--- config.mk ---
export PLATFORM = sky130hd
export DESIGN_NAME = lut_prog
export DESIGN_NICKNAME = d
export VERILOG_FILES = /design/src/rtl/lut_prog.sv
export SDC_FILE = /design/constraint.sdc
export NUM_CORES = 1
export LEC_CHECK = 0
export BUFFER_PORTS_ARGS = -buffer_cell sky130_fd_sc_hd__buf_2
export CORE_MARGIN = 4
export CORE_UTILIZATION = 55
export DETAILED_ROUTE_END_ITERATION = 8
export HOLD_SLACK_MARGIN = 0.1
export PLACE_DENSITY = 0.68
export SYNTH_ARGS = -nofsm -noshare
export SYNTH_HDL_FRONTEND = slang
export SYNTH_SLANG_ARGS = --single-unit
--- constraint.sdc ---
create_clock -name clk -period 2.9 [get_ports clk]
set_clock_uncertainty 0.15 [all_clocks]
set_input_delay 0.29 -clock clk [delete_from_list [all_inputs] [get_ports clk]]
set_output_delay 0.29 -clock clk [all_outputs]
set_load 0.02 [all_outputs]
--- src/rtl/lut_prog.sv ---
// Runtime-reprogrammable LUT: registered single-bit lookup of a 2**N-entry truth table,
// reloaded through a serial shadow register that commits the whole table atomically.
module lut_prog #(
  parameter int                N    = 5,
  parameter logic [(1<<N)-1:0] INIT = 32'h7BE6_4D5E
) (
  input  logic         clk,
  input  logic         rst_n,
  input  logic         in_valid,
  input  logic [N-1:0] in_a,
  output logic         in_ready,
  output logic         out_valid,
  output logic         out_y,
  input  logic         cfg_start,
  input  logic         cfg_valid,
  input  logic         cfg_bit,
  output logic         cfg_busy,
  output logic         cfg_done
);

  localparam int unsigned DEPTH = 1 << N;
  localparam logic [N:0]  LAST  = (N+1)'(DEPTH - 1);
  localparam logic [N:0]  ONE   = (N+1)'(1);

  typedef enum logic {IDLE = 1'b0, LOAD = 1'b1} state_e;

  state_e           state_q, state_d;
  logic [DEPTH-1:0] table_q, table_d;
  logic [DEPTH-1:0] shadow_q, shadow_d;
  logic [N:0]       count_q, count_d;
  logic             out_valid_q, out_valid_d;
  logic             out_y_q, out_y_d;
  logic             cfg_done_q, cfg_done_d;
  logic             accept;

  // Handshake: a request transfers on any rising edge where in_valid && in_ready;
  // there is no output backpressure, so the result always appears one cycle later.
  assign in_ready  = (state_q == IDLE);
  assign cfg_busy  = (state_q == LOAD);
  assign accept    = in_valid && in_ready;
  assign out_valid = out_valid_q;
  assign out_y     = out_y_q;
  assign cfg_done  = cfg_done_q;

  always_comb begin
    state_d     = state_q;
    table_d     = table_q;
    shadow_d    = shadow_q;
    count_d     = count_q;
    cfg_done_d  = 1'b0;
    out_valid_d = accept;
    out_y_d     = accept ? table_q[in_a] : out_y_q;
    case (state_q)
      IDLE: begin
        if (cfg_start) begin
          state_d  = LOAD;
          count_d  = '0;
          shadow_d = '0;
        end
      end
      LOAD: begin
        // A restart wins over a data bit arriving in the same cycle.
        if (cfg_start) begin
          count_d  = '0;
          shadow_d = '0;
        end else if (cfg_valid) begin
          shadow_d[count_q[N-1:0]] = cfg_bit;
          if (count_q == LAST) begin
            table_d    = shadow_d;
            state_d    = IDLE;
            count_d    = '0;
            cfg_done_d = 1'b1;
          end else begin
            count_d = count_q + ONE;
          end
        end
      end
      default: state_d = IDLE;
    endcase
  end

  always_ff @(posedge clk or negedge rst_n) begin
    if (!rst_n) begin
      state_q     <= IDLE;
      table_q     <= INIT;
      shadow_q    <= '0;
      count_q     <= '0;
      out_valid_q <= 1'b0;
      out_y_q     <= 1'b0;
      cfg_done_q  <= 1'b0;
    end else begin
      state_q     <= state_d;
      table_q     <= table_d;
      shadow_q    <= shadow_d;
      count_q     <= count_d;
      out_valid_q <= out_valid_d;
      out_y_q     <= out_y_d;
      cfg_done_q  <= cfg_done_d;
    end
  end

endmodule

* Yosys cells after proc, flatten, opt, wreduce, memory -nomap -nowiden
Cells that the tools add are included.
** Storage, ports and cells
- Memory bits (read-only) :: 0
- Bits in latches :: 0
- Bits in registers :: 74
- Memories kept :: 0
- Memory bits (writable) :: 0
- Input port bits :: 11
** Operators by class
- Add/sub/neg operators :: 1
- Bitwise logic cells :: 2
- Shift-type cells :: 0
- Magnitude comparators :: 3
- Eq/ne operators :: 3
- Reduce and logical (&&, ||, !) cells :: 4
- Div/mod/pow operators :: 0
- $mul :: 0
- Muxes and demuxes :: 23
** Operators by type and width (count)
- 2-to-1 mux 32 bit :: 3
- case mux 32 bit (2 select lines) :: 1
- bitwise mux 32 bit :: 1
- 2-to-1 mux 6 bit :: 4
- less-than comparator 5 x 6 -> 1 bit, second input constant :: 2
- case mux 6 bit (2 select lines) :: 1
- 2-to-1 mux 1 bit :: 10
- adder 6 x 1 -> 6 bit, second input constant :: 1
- equality test 6 x 5 -> 1 bit, second input constant :: 1
- binary-select mux 1 bit (select 5 bit) :: 1
- demux 1 bit (select 5 bit) :: 1
- >= comparator 5 x 1 -> 1 bit, second input constant :: 1
- AND reduction 4 bit :: 1
- != test 3 bit, second input constant :: 1
- logical AND 1 bit :: 2
- != test 2 x 1 -> 1 bit, second input constant :: 1
- inverter 1 bit :: 2
- case mux 1 bit (2 select lines) :: 1
- AND reduction 2 bit :: 1

* Longest topological paths before layout
Gate-level depths: netlist of the first run.
- Depth after elaboration :: 8
- Mapped depth :: 7
- Mapped depth without buffers :: 6

* Worst setup path before layout of the first run
No wires, ideal clock.
- Path kind :: register to register
- Start :: reg count_q[0]
- End :: reg table_q[31]
- Data arrival time :: 1.808 ns
- Setup slack :: 0.817 ns
- Stages on the path, launching flop included :: 6
- Path through :: dfrtp_1 ha_1 nand2_2 or3_4 nor3_4 mux2_2
** On the way
- Word-level cells in the longest chain between the ends :: 5
- Elaborated cells between the ends (all ways) :: 8
- Classes of those cells :: 2 x order compare; 1 x eq/ne; 3 x mux; 2 x reduce/logical
** Ends and longest elaborated chain
- start: declaration :: RTL line 30 : logic [N:0] count_q, count_d;
- start signal: assignment :: RTL line 95 : count_q <= count_d;
- less-than comparator 5 x 6 -> 1 bit (implied by the code) or >= comparator 5 x 1 -> 1 bit (tied branches) :: RTL line 67 : shadow_d[count_q[N-1:0]] = cfg_bit;
- logical AND 1 bit (implied by the code) :: RTL line 67
- 2-to-1 mux 1 bit (implied by the code) :: RTL line 67
- demux 1 bit (select 5 bit) :: RTL line 67
- bitwise mux 32 bit :: RTL line 67
- end signal: assignment :: RTL line 93 : table_q <= table_d;
- end: declaration :: RTL line 28 : logic [DEPTH-1:0] table_q, table_d;
Parallel ways exist; a longest one is shown, timed or not.
A chain may end at the register's enable or synchronous reset.

* Final worst setup path of the first run
- Start :: reg count_q[0]
- End :: reg table_q[24]
Same word-level chain as after synthesis.

==> out/metrics.cfg, run 1 <==
[detailed_routing]
drc_errors = 0
drt-met1-wl_mm = 4.43
drt_iter0_drc = 275
wl_met3_um = 562
drt_first_pass_iters = 6
finalWirelength_mm = 9.27
post_drt_via_cell_ratio = 6.20
antenna_left = 0
wire_per_inst_um = 18.1
dr_wl_met2_mm = 4.14
top_layer = met4
vias = 3173

[die]
ios = 16
dieArea_um2 = 8350
die_w_um = 91.4
start_util_pct = 56.6
core_area_um2 = 6760
rows = 30
die-height_um = 91.4

[clock_network]
cts_setup_buffers = 0
clock_sinks = 73
cts_buffer_depth = 2
numCtsBuffers = 9
cts_root_buffer = clkbuf_8
path_clk_slew_ps = 80
cts_tree = yes
clock_latency_ps = 350
htree_levels = 3

[worst_setup_path]
ff2ff_path_depth = 7
cpMaxStageDelayCell = dfrtp_1
required_ps = 3020
critPathMaxFanout = 62
cp-endpoint = table_q[24]
r2r-end = table_q[24]
cp-startpoint = count_q[0]
critPathArrivalTime_ps = 2450
worst_path_largest_cell_delay_ps = 440
path_class = reg2reg
r2r-start = count_q[0]
cp_cell_sequence = ha_1 > nand2_2 > or3_4 > nor3_4 > buf_12 > nor2_1 > a31oi_1
startpoint_type = flip-flop
reg2reg_slack_ps = 580
crit_path_end_kind = flip-flop

[sta]
setup_ws_ps = 577
rsz0062_at_grt = false
hold_viol = 0
fin_crit_sh_pct = 80.1
worst_slew_pin_slew_ps = 923
slew_headroom_pct = 38.4
setup_viol = 0
slew_viol_final = 0
fin_crit_ps = 2320
setup_tns_ps = 0
fmax_ghz = 0.430

[synthesis]
yosys.area.top_type = dfrtp_1
synth.area.top_cells = dfrtp_1 (35%), dfstp_2 (14%), mux2i_1 (10%)
synth_top_area_share_pct = 34.7
syn_inst = 422
synthesis.nets = 437
yosysMostFrequentCell = nor2_1
ys_types = 35
ys.flop_type = dfrtp_1
ys_ff_latch = 73
yosysSeqAreaShare_pct = 48.4
avgSynthCellArea_um2 = 9.06
netlist_area_um2 = 3820
synth_edf_count = 0
async_flop_share_pct = 100
synth_common_cells = nor2_1 (64), a21oi_1 (54), dfrtp_1 (53), o21ai_0 (41), mux2i_1 (38)
yosysWarnings = 0

[final_layout]
fin_util_pct = 62.0
drive_gt1_share_pct = 14.1
area_growth_syn_to_layout_pct = 9.66
antennaDiodeCount = 0
nNetsFinal = 442

[placement]
post-place-ws_ps = 608
post-dp-hpwl_mm = 6.18
port_buffers = 15
routabilityCongestion = 0.857

[power]
p_leak_uw = 0.00163
power_density_nw_per_um2 = 489
ir_drop_mv = 0.261

[grt]
grt_overflow = 0
grt_pass1_wl_mm = 15.5
antenna_found_initial = 0
grtUsageTotal_pct = 23.4
grt_max_degree = 74
grt_pass1_vias = 3004

[hold_path]
hold_path.class = in2reg

[run]
drv_cap = 0

[outcome]
outcome = finished clean

## where the power goes
part | internal, µW | total, µW | switching [µW]
Combinational | 39.9 | 144 | 104
Clock | 485 | 877 | 391
Sequential | 1020 | 1030 | 4.68
Total | 1550 | 2050 | 500
## routing by layer
metal	global-route usage (%)	up-vias
met5	0	-
met4	7.16	0
met3	4.81	17
met2	34.3	102
met1	34.7	1534
li1	-	1520
## registers in the layout (all words and copies together), names as in the netlist
signal	count
count_q	6
cfg_done	1
out_valid	1
shadow_q	31
cfg_busy	1
table_q	32
out_y	1
## placed cells by master, fill, tap and decap left out, drive strengths merged, types with 2 or more instances in the layout
master and instances:
clkbuf 11, o21ai 41, and2 2, bufinv 2, dfrtp 53, a22oi 3
buf 21, or3 2, nor2 64, nor2b 7, dlygate4sd3 4, clkinv 2
nor3 5, nand4 22, xor2 2, ha 4, dfstp 20, a31oi 13
or2 3, nand2 15, a21o 2, nand3 24, a21oi 54, nand2b 8
mux2i 38, inv 3
## final cells by class
cell class	count	area, µm²
Inverter	3	11.3
Timing Repair Buffer	25	185
Tap cell	80	100
Multi-Input combinational cell	315	1830
Clock buffer	11	131
Sequential cell	73	1850
Clock inverter	5	81.3
Fill cell	618	2560
## critical path: cells and delay by family, from the launching register on
kind / cells / cell delay [ps]
DFF: 1 / 440
and+or+nand+nor: 4 / 910
adders and majority gates: 1 / 290
AOI/OAI and AO/OA: 1 / 170
buffers and inverters: 1 / 290
## metrics by stage
step / hold WS, ps / std cells / instance area, µm² / total power, µW
6_report: 118 / 512 / 4190 / 2050
5_1_grt: 116 / 512 / 4190 / 2130
4_1_cts: 107 / 512 / 4190 / 2060
3_5_place_dp: 341 / 492 / 3940 / 1190
3_3_place_gp: 337 / 492 / 3940 / 1190
2_1_floorplan: -156 / 422 / 3820 / 1130
## worst min path at each step
stage / start / to / slack [ps] / cells past startpoint
6_report: in_a[4] / out_y / 120 / 3
5_1_grt: in_a[4] / out_y / 120 / 3
4_1_cts: in_a[4] / out_y / 110 / 3
3_5_place_dp: table_q[29] / table_q[29] / 340 / 2
3_3_place_gp: table_q[24] / table_q[24] / 340 / 2
2_1_floorplan: rst_n / cfg_busy / -160 / 0
## cell families after synthesis
family                     count (synthesis)  share of synthesized area, %
xor gates and xnor gates                   2                         0.458
AOI/OAI and AO/OA                        116                          16.2
and+or+nand+nor                          154                          19.7
buffers and inverters                     34                          3.67
muxes                                     39                          10.2
adders and majority gates                  4                          1.31
DFF                                       73                          48.4
## timing repair
item / CTS / global route
gates resized for setup: 0 / 0
hold endpoints to repair: 56 / 0
hold buffers: 4 / 0
No activity file was read; power rests on OpenSTA's default activity.
==> inputs of run 2 (changes only) <==
PLACE_DENSITY = 0.71   (was 0.68)
clock period = 1.95 ns   (was 2.9 ns; I/O delays follow)
==> out/metrics.cfg, run 2 (synthesized netlist as in run 1, its figures left out) <==
[final_layout]
layout_common_cells = dfrtp_1 (53), nor2_1 (50), a21oi_1 (47)
area_growth_syn_to_layout_pct = 25.3
final_common_cell = dfrtp_1
top_register = table_q
drive_gt1_share_pct = 27.0  ; +13 points
nNetsFinal = 484  ; +9.5%
largest_reg_flops = 32  ; unchanged
reg_top3 = table_q x32, shadow_q x31, count_q x6
antennaDiodeCount = 0  ; unchanged
fillCellCount = 483  ; -22%
fin_util_pct = 70.9  ; +8.9 points

[die]
start_util_pct = 56.6  ; unchanged
dieArea_um2 = 8350  ; unchanged
die-height_um = 91.4  ; unchanged
die_w_um = 91.4  ; unchanged
core_area_um2 = 6760  ; unchanged
ios = 16  ; unchanged
rows = 30  ; unchanged

[power]
power_uw = 3010  ; +47%
p_leak_uw = 0.00192  ; +17%
power_density_nw_per_um2 = 628  ; +28%
ir_drop_mv = 0.397  ; +52%

[sta]
fin_crit_ps = 2040  ; -287 ps
worst_slew_pin_slew_ps = 537  ; -386 ps
fin_hold_ws_ps = 179  ; +60.3 ps
fmax_ghz = 0.491  ; +14%
hold_viol = 0  ; unchanged
fin_crit_sh_pct = 104  ; +24 points
rsz0062_at_grt = true
setup_ws_ps = -86.8  ; -663 ps
slew_viol_final = 0  ; unchanged
setup_viol = 23  ; +23
slew_headroom_pct = 64.1  ; +26 points

[grt]
grt_pass1_vias = 3055  ; +1.7%
grt_overflow = 0  ; unchanged
grt_pass1_wl_mm = 15.6  ; +0.98%
grt_max_degree = 74  ; unchanged
grtUsageTotal_pct = 23.7  ; +0.34 points
antenna_found_initial = 0  ; unchanged

[clock_network]
cts_buffer_depth = 2  ; unchanged
clock_sinks = 73  ; unchanged
cts_root_buffer = clkbuf_8
path_clk_slew_ps = 90  ; about the same
clock_latency_ps = 360  ; about the same
htree_levels = 3  ; unchanged
numCtsBuffers = 9  ; unchanged
cts_tree = yes

[placement]
post-place-ws_ps = -34.9  ; -643 ps
post-dp-hpwl_mm = 6.55  ; +5.9%
port_buffers = 15  ; unchanged
routabilityCongestion = 0.832  ; -2.9%

[hold_path]
hold_depth = 4  ; +1
min_from = cfg_bit
hold_path.class = in2reg
min_to = shadow_q[8]

[detailed_routing]
antenna_left = 0  ; unchanged
drc_errors = 0  ; unchanged
drt_first_pass_iters = 5  ; -1
vias = 3422  ; +7.8%
drt_iter0_drc = 338  ; +23%
wire_per_inst_um = 18.8  ; +4.0%
finalWirelength_mm = 10.4  ; +12%
post_drt_via_cell_ratio = 6.18  ; -0.33%

[worst_setup_path]
reg2reg_slack_ps = -90  ; -660 ps
critPathMaxFanout = 5  ; -92%
startpoint_type = flip-flop
required_ps = 2060  ; -960 ps
cpMaxStageDelayCell = dfrtp_1
r2r-end = table_q[24]
crit_path_end_kind = flip-flop
r2r-start = count_q[0]
cp_cell_sequence = ha_4 > nand2_4 > or3_4 > nor3_4 > buf_12 > buf_12 > buf_6 > nor2_2 > a31oi_1
crit_top_cell = buf_12
ff2ff_path_depth = 9  ; +2
path_class = reg2reg
critPathArrivalTime_ps = 2150  ; -300 ps
worst_path_largest_cell_delay_ps = 400  ; -40 ps

[run]
drv_cap = 0  ; unchanged

[outcome]
violations = negative setup slack
outcome = finished with violations

run 2: critical path, delay by kind of cell (launching register included):
family | cells | cell delay (ps)
simple gates | 4 | 670
flops | 1 | 400
buf+inv | 3 | 370
compound gates | 1 | 190
fa+ha+maj | 1 | 170
run 2: area by class of cell:
cell class	count	area [µm²]	area share (%)
repair buffers	67	686	14.3
multi-input cells	315	1940	40.5
clock buffers	9	124	2.59
clock inverters	7	76.3	1.59
flip-flops and latches	73	1850	38.7
well taps	80	100	2.09
inverters	3	11.3	0.235
run 2: repair_timing:
item,in CTS,in global routing
buffers inserted,2,3
hold endpoints to repair,76,0
gates resized for setup,2,30
endpoints found under the setup margin,6,33
hold buffers,5,0
gates cloned,0,6
pin swaps,1,3
run 2: worst max-delay path by stage:
stage	start	endpoint
final	count_q[0]	table_q[24]
after global routing	count_q[0]	table_q[24]
after CTS	count_q[1]	table_q[1]
after global placement	count_q[1]	table_q[31]
after floorplan	count_q[0]	table_q[31]
after detailed placement	count_q[1]	table_q[1]
run 2: layer usage:
metal | share of wire, % | wire, µm | vias to the layer above | track usage, %
li1 | - | - | 1600 | -
met1 | 44 | 4600 | 1676 | 34.4
met2 | 48 | 4990 | 125 | 35.2
met3 | 5.4 | 560 | 21 | 4.64
met4 | 2.6 | 272 | 0 | 8.79
met5 | 0 | 0 | - | 0
run 2: per-stage QoR:
| step | instances | setup TNS, ps | cell area, µm² |
|---|---|---|---|
| after floorplan | 422 | -1470 | 3850 |
| after global placement | 522 | 0 | 4240 |
| after detailed placement | 522 | -45.8 | 4240 |
| after CTS | 545 | -19.6 | 4510 |
| after global routing | 554 | -2680 | 4790 |
| final | 554 | -763 | 4790 |
run 2: where the power goes:
part           total (µW)  switching [µW]  internal, µW
registers            1530            6.08          1520
logic                 254             166          87.9
clock network        1220             624           599
total                3010             797          2210
==> inputs of run 3 (changes only) <==
ABC_AREA = 1   (was unset)
==> out/metrics.cfg, run 3 <==
[synthesis]
ys_types = 26  ; -26%
async_flop_share_pct = 100  ; unchanged
ys_ff_latch = 74  ; +1.4%
yosysWarnings = 0  ; unchanged
yosys.area.top_type = dfrtp_1
yosysSeqAreaShare_pct = 50.1  ; +1.6 points
avgSynthCellArea_um2 = 8.42  ; -7.0%
synthesis.nets = 460  ; +5.3%
synth_top_area_share_pct = 36.1  ; +1.4 points
netlist_area_um2 = 3750  ; -2.0%
yosysMostFrequentCell = nand2_1
synth_common_cells = nand2_1 (118), dfrtp_1 (54), inv_1 (47), nand3_1 (35), o21ai_0 (30)
synth_edf_count = 0  ; unchanged
syn_inst = 445  ; +5.5%
synth.area.top_cells = dfrtp_1 (36%), dfstp_2 (14%), nand2_1 (12%)
ys.flop_type = dfrtp_1

[final_layout]
drive_gt1_share_pct = 24.1  ; -2.9 points
post-route-cell-area_um2 = 4360  ; -8.9%
fin_util_pct = 67.2  ; -3.7 points
antennaDiodeCount = 0  ; unchanged
fillCellCount = 513  ; +6.2%
final_common_cell = nand2_1
nNetsFinal = 491  ; +1.4%
layout_common_cells = nand2_1 (117), dfrtp_1 (53), inv_1 (47)
reg_top3 = shadow_q x32, table_q x32, count_q x6
area_growth_syn_to_layout_pct = 16.5
seqCellArea_um2 = 1880  ; +1.4%
multi_input_area_um2 = 1560  ; -20%
layout.cells.non_filler = 558  ; +0.72%

[die]
start_util_pct = 57.7  ; +1.1 points
ios = 16  ; unchanged
core_area_um2 = 6490  ; -3.9%
die-height_um = 90.5  ; -0.90%
dieArea_um2 = 8200  ; -1.8%
rows = 29  ; -3.3%
die_w_um = 90.5  ; -0.90%

[clock_network]
cts_buffer_depth = 2  ; unchanged
clock_latency_ps = 340  ; -20 ps
htree_levels = 3  ; unchanged
clock_sinks = 74  ; +1.4%
cts_tree = yes
path_clk_slew_ps = 80  ; about the same
numCtsBuffers = 9  ; unchanged
cts_root_buffer = clkbuf_8

[detailed_routing]
antenna_left = 0  ; unchanged
vias = 3207  ; -6.3%
drt_iter0_drc = 310  ; -8.3%
drt_first_pass_iters = 6  ; +1
drc_errors = 0  ; unchanged
post_drt_via_cell_ratio = 5.75  ; -7.0%
finalWirelength_mm = 9.36  ; -10%
wire_per_inst_um = 16.8  ; -11%

[run]
drv_cap = 0  ; unchanged

[power]
switching_share_pct = 23.7  ; -2.8 points
comb_power_share_pct = 7.6  ; -0.8 points
p_leak_uw = 0.00189  ; -1.4%
p_int_uw = 2510  ; +14%
ir_drop_mv = 0.524  ; +32%
p_clk_share_pct = 45.3  ; +4.6 points
seq_power_share_pct = 47.1  ; -3.8 points
p_switching_uw = 780  ; -2.1%
power_density_nw_per_um2 = 754  ; +20%

[sta]
fin_crit_sh_pct = 96.7  ; -7.8 points
fmax_ghz = 0.531  ; +8.1%
slew_viol_final = 0  ; unchanged
setup_viol = 0  ; -100%
setup_tns_ps = 0  ; +763 ps
fin_crit_ps = 1880  ; -152 ps
slew_headroom_pct = 63.8  ; -0.23 points
worst_slew_pin_slew_ps = 537  ; -0.208 ps
fin_hold_ws_ps = 146  ; -32.9 ps
hold_viol = 0  ; unchanged

[grt]
grt_overflow = 0  ; unchanged
antenna_found_initial = 0  ; unchanged
grt_max_degree = 75  ; +1.4%
grt_pass1_vias = 3052  ; -0.098%
grtUsageTotal_pct = 23.0  ; -0.75 points
grt_pass1_wl_mm = 15.1  ; -3.6%

[placement]
port_buffers = 15  ; unchanged
post-dp-hpwl_mm = 5.67  ; -13%
place_area_um2 = 3940  ; -7.0%
dp.cells = 530  ; +1.5%
routabilityCongestion = 0.794  ; -4.6%

[worst_setup_path]
critPathMaxFanout = 32  ; +27
reg2reg_slack_ps = 70  ; +150 ps
path_class = reg2reg
crit_path_end_kind = flip-flop
startpoint_type = flip-flop
required_ps = 2080  ; +20 ps
critPathArrivalTime_ps = 2010  ; -140 ps
ff2ff_path_depth = 10  ; +1

[hold_path]
hold_depth = 3  ; -1
hold_path.class = in2reg

[outcome]
outcome = finished clean

==> run 3: cell count changes in the layout (fill, tap and decap cells not counted), moves of 17 or more <==
cell and change:
inv_1 +44, buf_4 -17, nand2_1 +104, mux2i_1 -38
a21oi_1 -33, o22ai_1 +28, o21ai_2 +28, nand4_1 -22
nor2_1 -38
==> run 3: kinds of logic (layout without fill, tap and decap cells) <==
| logic type | after synthesis | count (layout) | share of synthesized area, % |
|---|---|---|---|
| flops | 74 | 74 | 50.1 |
| buf+inv | 75 | 111 | 8.95 |
| simple gates | 171 | 171 | 19.0 |
| xor+xnor | 2 | 2 | 0.468 |
| compound gates | 119 | 119 | 20.2 |
| fa+ha+maj | 4 | 4 | 1.34 |
==> run 3: path summary, 6_finish.rpt <==
check | startpoint | endpoint
min | cfg_bit | table_q[15]
max in group asynchronous | rst_n | table_q[28]
max | count_q[1] | table_q[7]
max reg2reg | count_q[1] | table_q[7]
min reg2reg | table_q[29] | table_q[29]
min in group asynchronous | rst_n | table_q[7]
==> run 3: through the flow <==
stage	power [µW]	setup WS (ps)
finish	3290	65.0
global route	3420	-14.0
CTS	3300	33.5
detailed placement	1810	-61.3
global placement	1810	17.0
floorplan	1700	251
==> run 3: power groups by stage <==
| stage | logic (µW) | registers (µW) | clock network (µW) |
|---|---|---|---|
| floorplan | 119 | 1580 | 0 |
| finish | 251 | 1550 | 1490 |
| global route | 281 | 1550 | 1590 |
| detailed placement | 235 | 1580 | 0 |
| CTS | 248 | 1550 | 1510 |
| global placement | 232 | 1580 | 0 |
==> run 3: layout make-up <==
cell class	count	share of cell area [%]
Clock buffer	10	3.15
Inverter	52	4.76
Tap cell	77	2.21
Timing Repair inverter	2	0.573
Sequential cell	74	43.0
Clock inverter	6	2.61
Timing Repair Buffer	41	8.03
Multi-Input combinational cell	296	35.6
==> run 3: layer usage <==
| metal | part of all wire, % | vias up | global-route usage [%] |
|---|---|---|---|
| met3 | 5.0 | 15 | 3.25 |
| met1 | 47 | 1556 | 34.2 |
| li1 | - | 1549 | - |
| met2 | 46 | 87 | 33.6 |
| met5 | 0 | - | 0 |
| met4 | 1.5 | 0 | 9.06 |
==> run 3: critical path, stage by stage (launching register included) <==
cell and delay (ps):
dfrtp_1 360, ha_2 190, nand2_2 90, nor2_4 140, inv_2 50, nor2_2 110
inv_2 70, nor2_4 260, buf_12 170, inv_12 80, o21ai_1 140
==> run 3: repair_timing <==
| action | in CTS | in global routing |
|---|---|---|
| setup endpoints to repair | 33 | 38 |
| hold buffers | 7 | 0 |
| cloned | 0 | 2 |
| resized for setup | 2 | 14 |
| hold endpoints to repair | 78 | 0 |
| pin swaps | 0 | 5 |
| setup buffers | 0 | 3 |
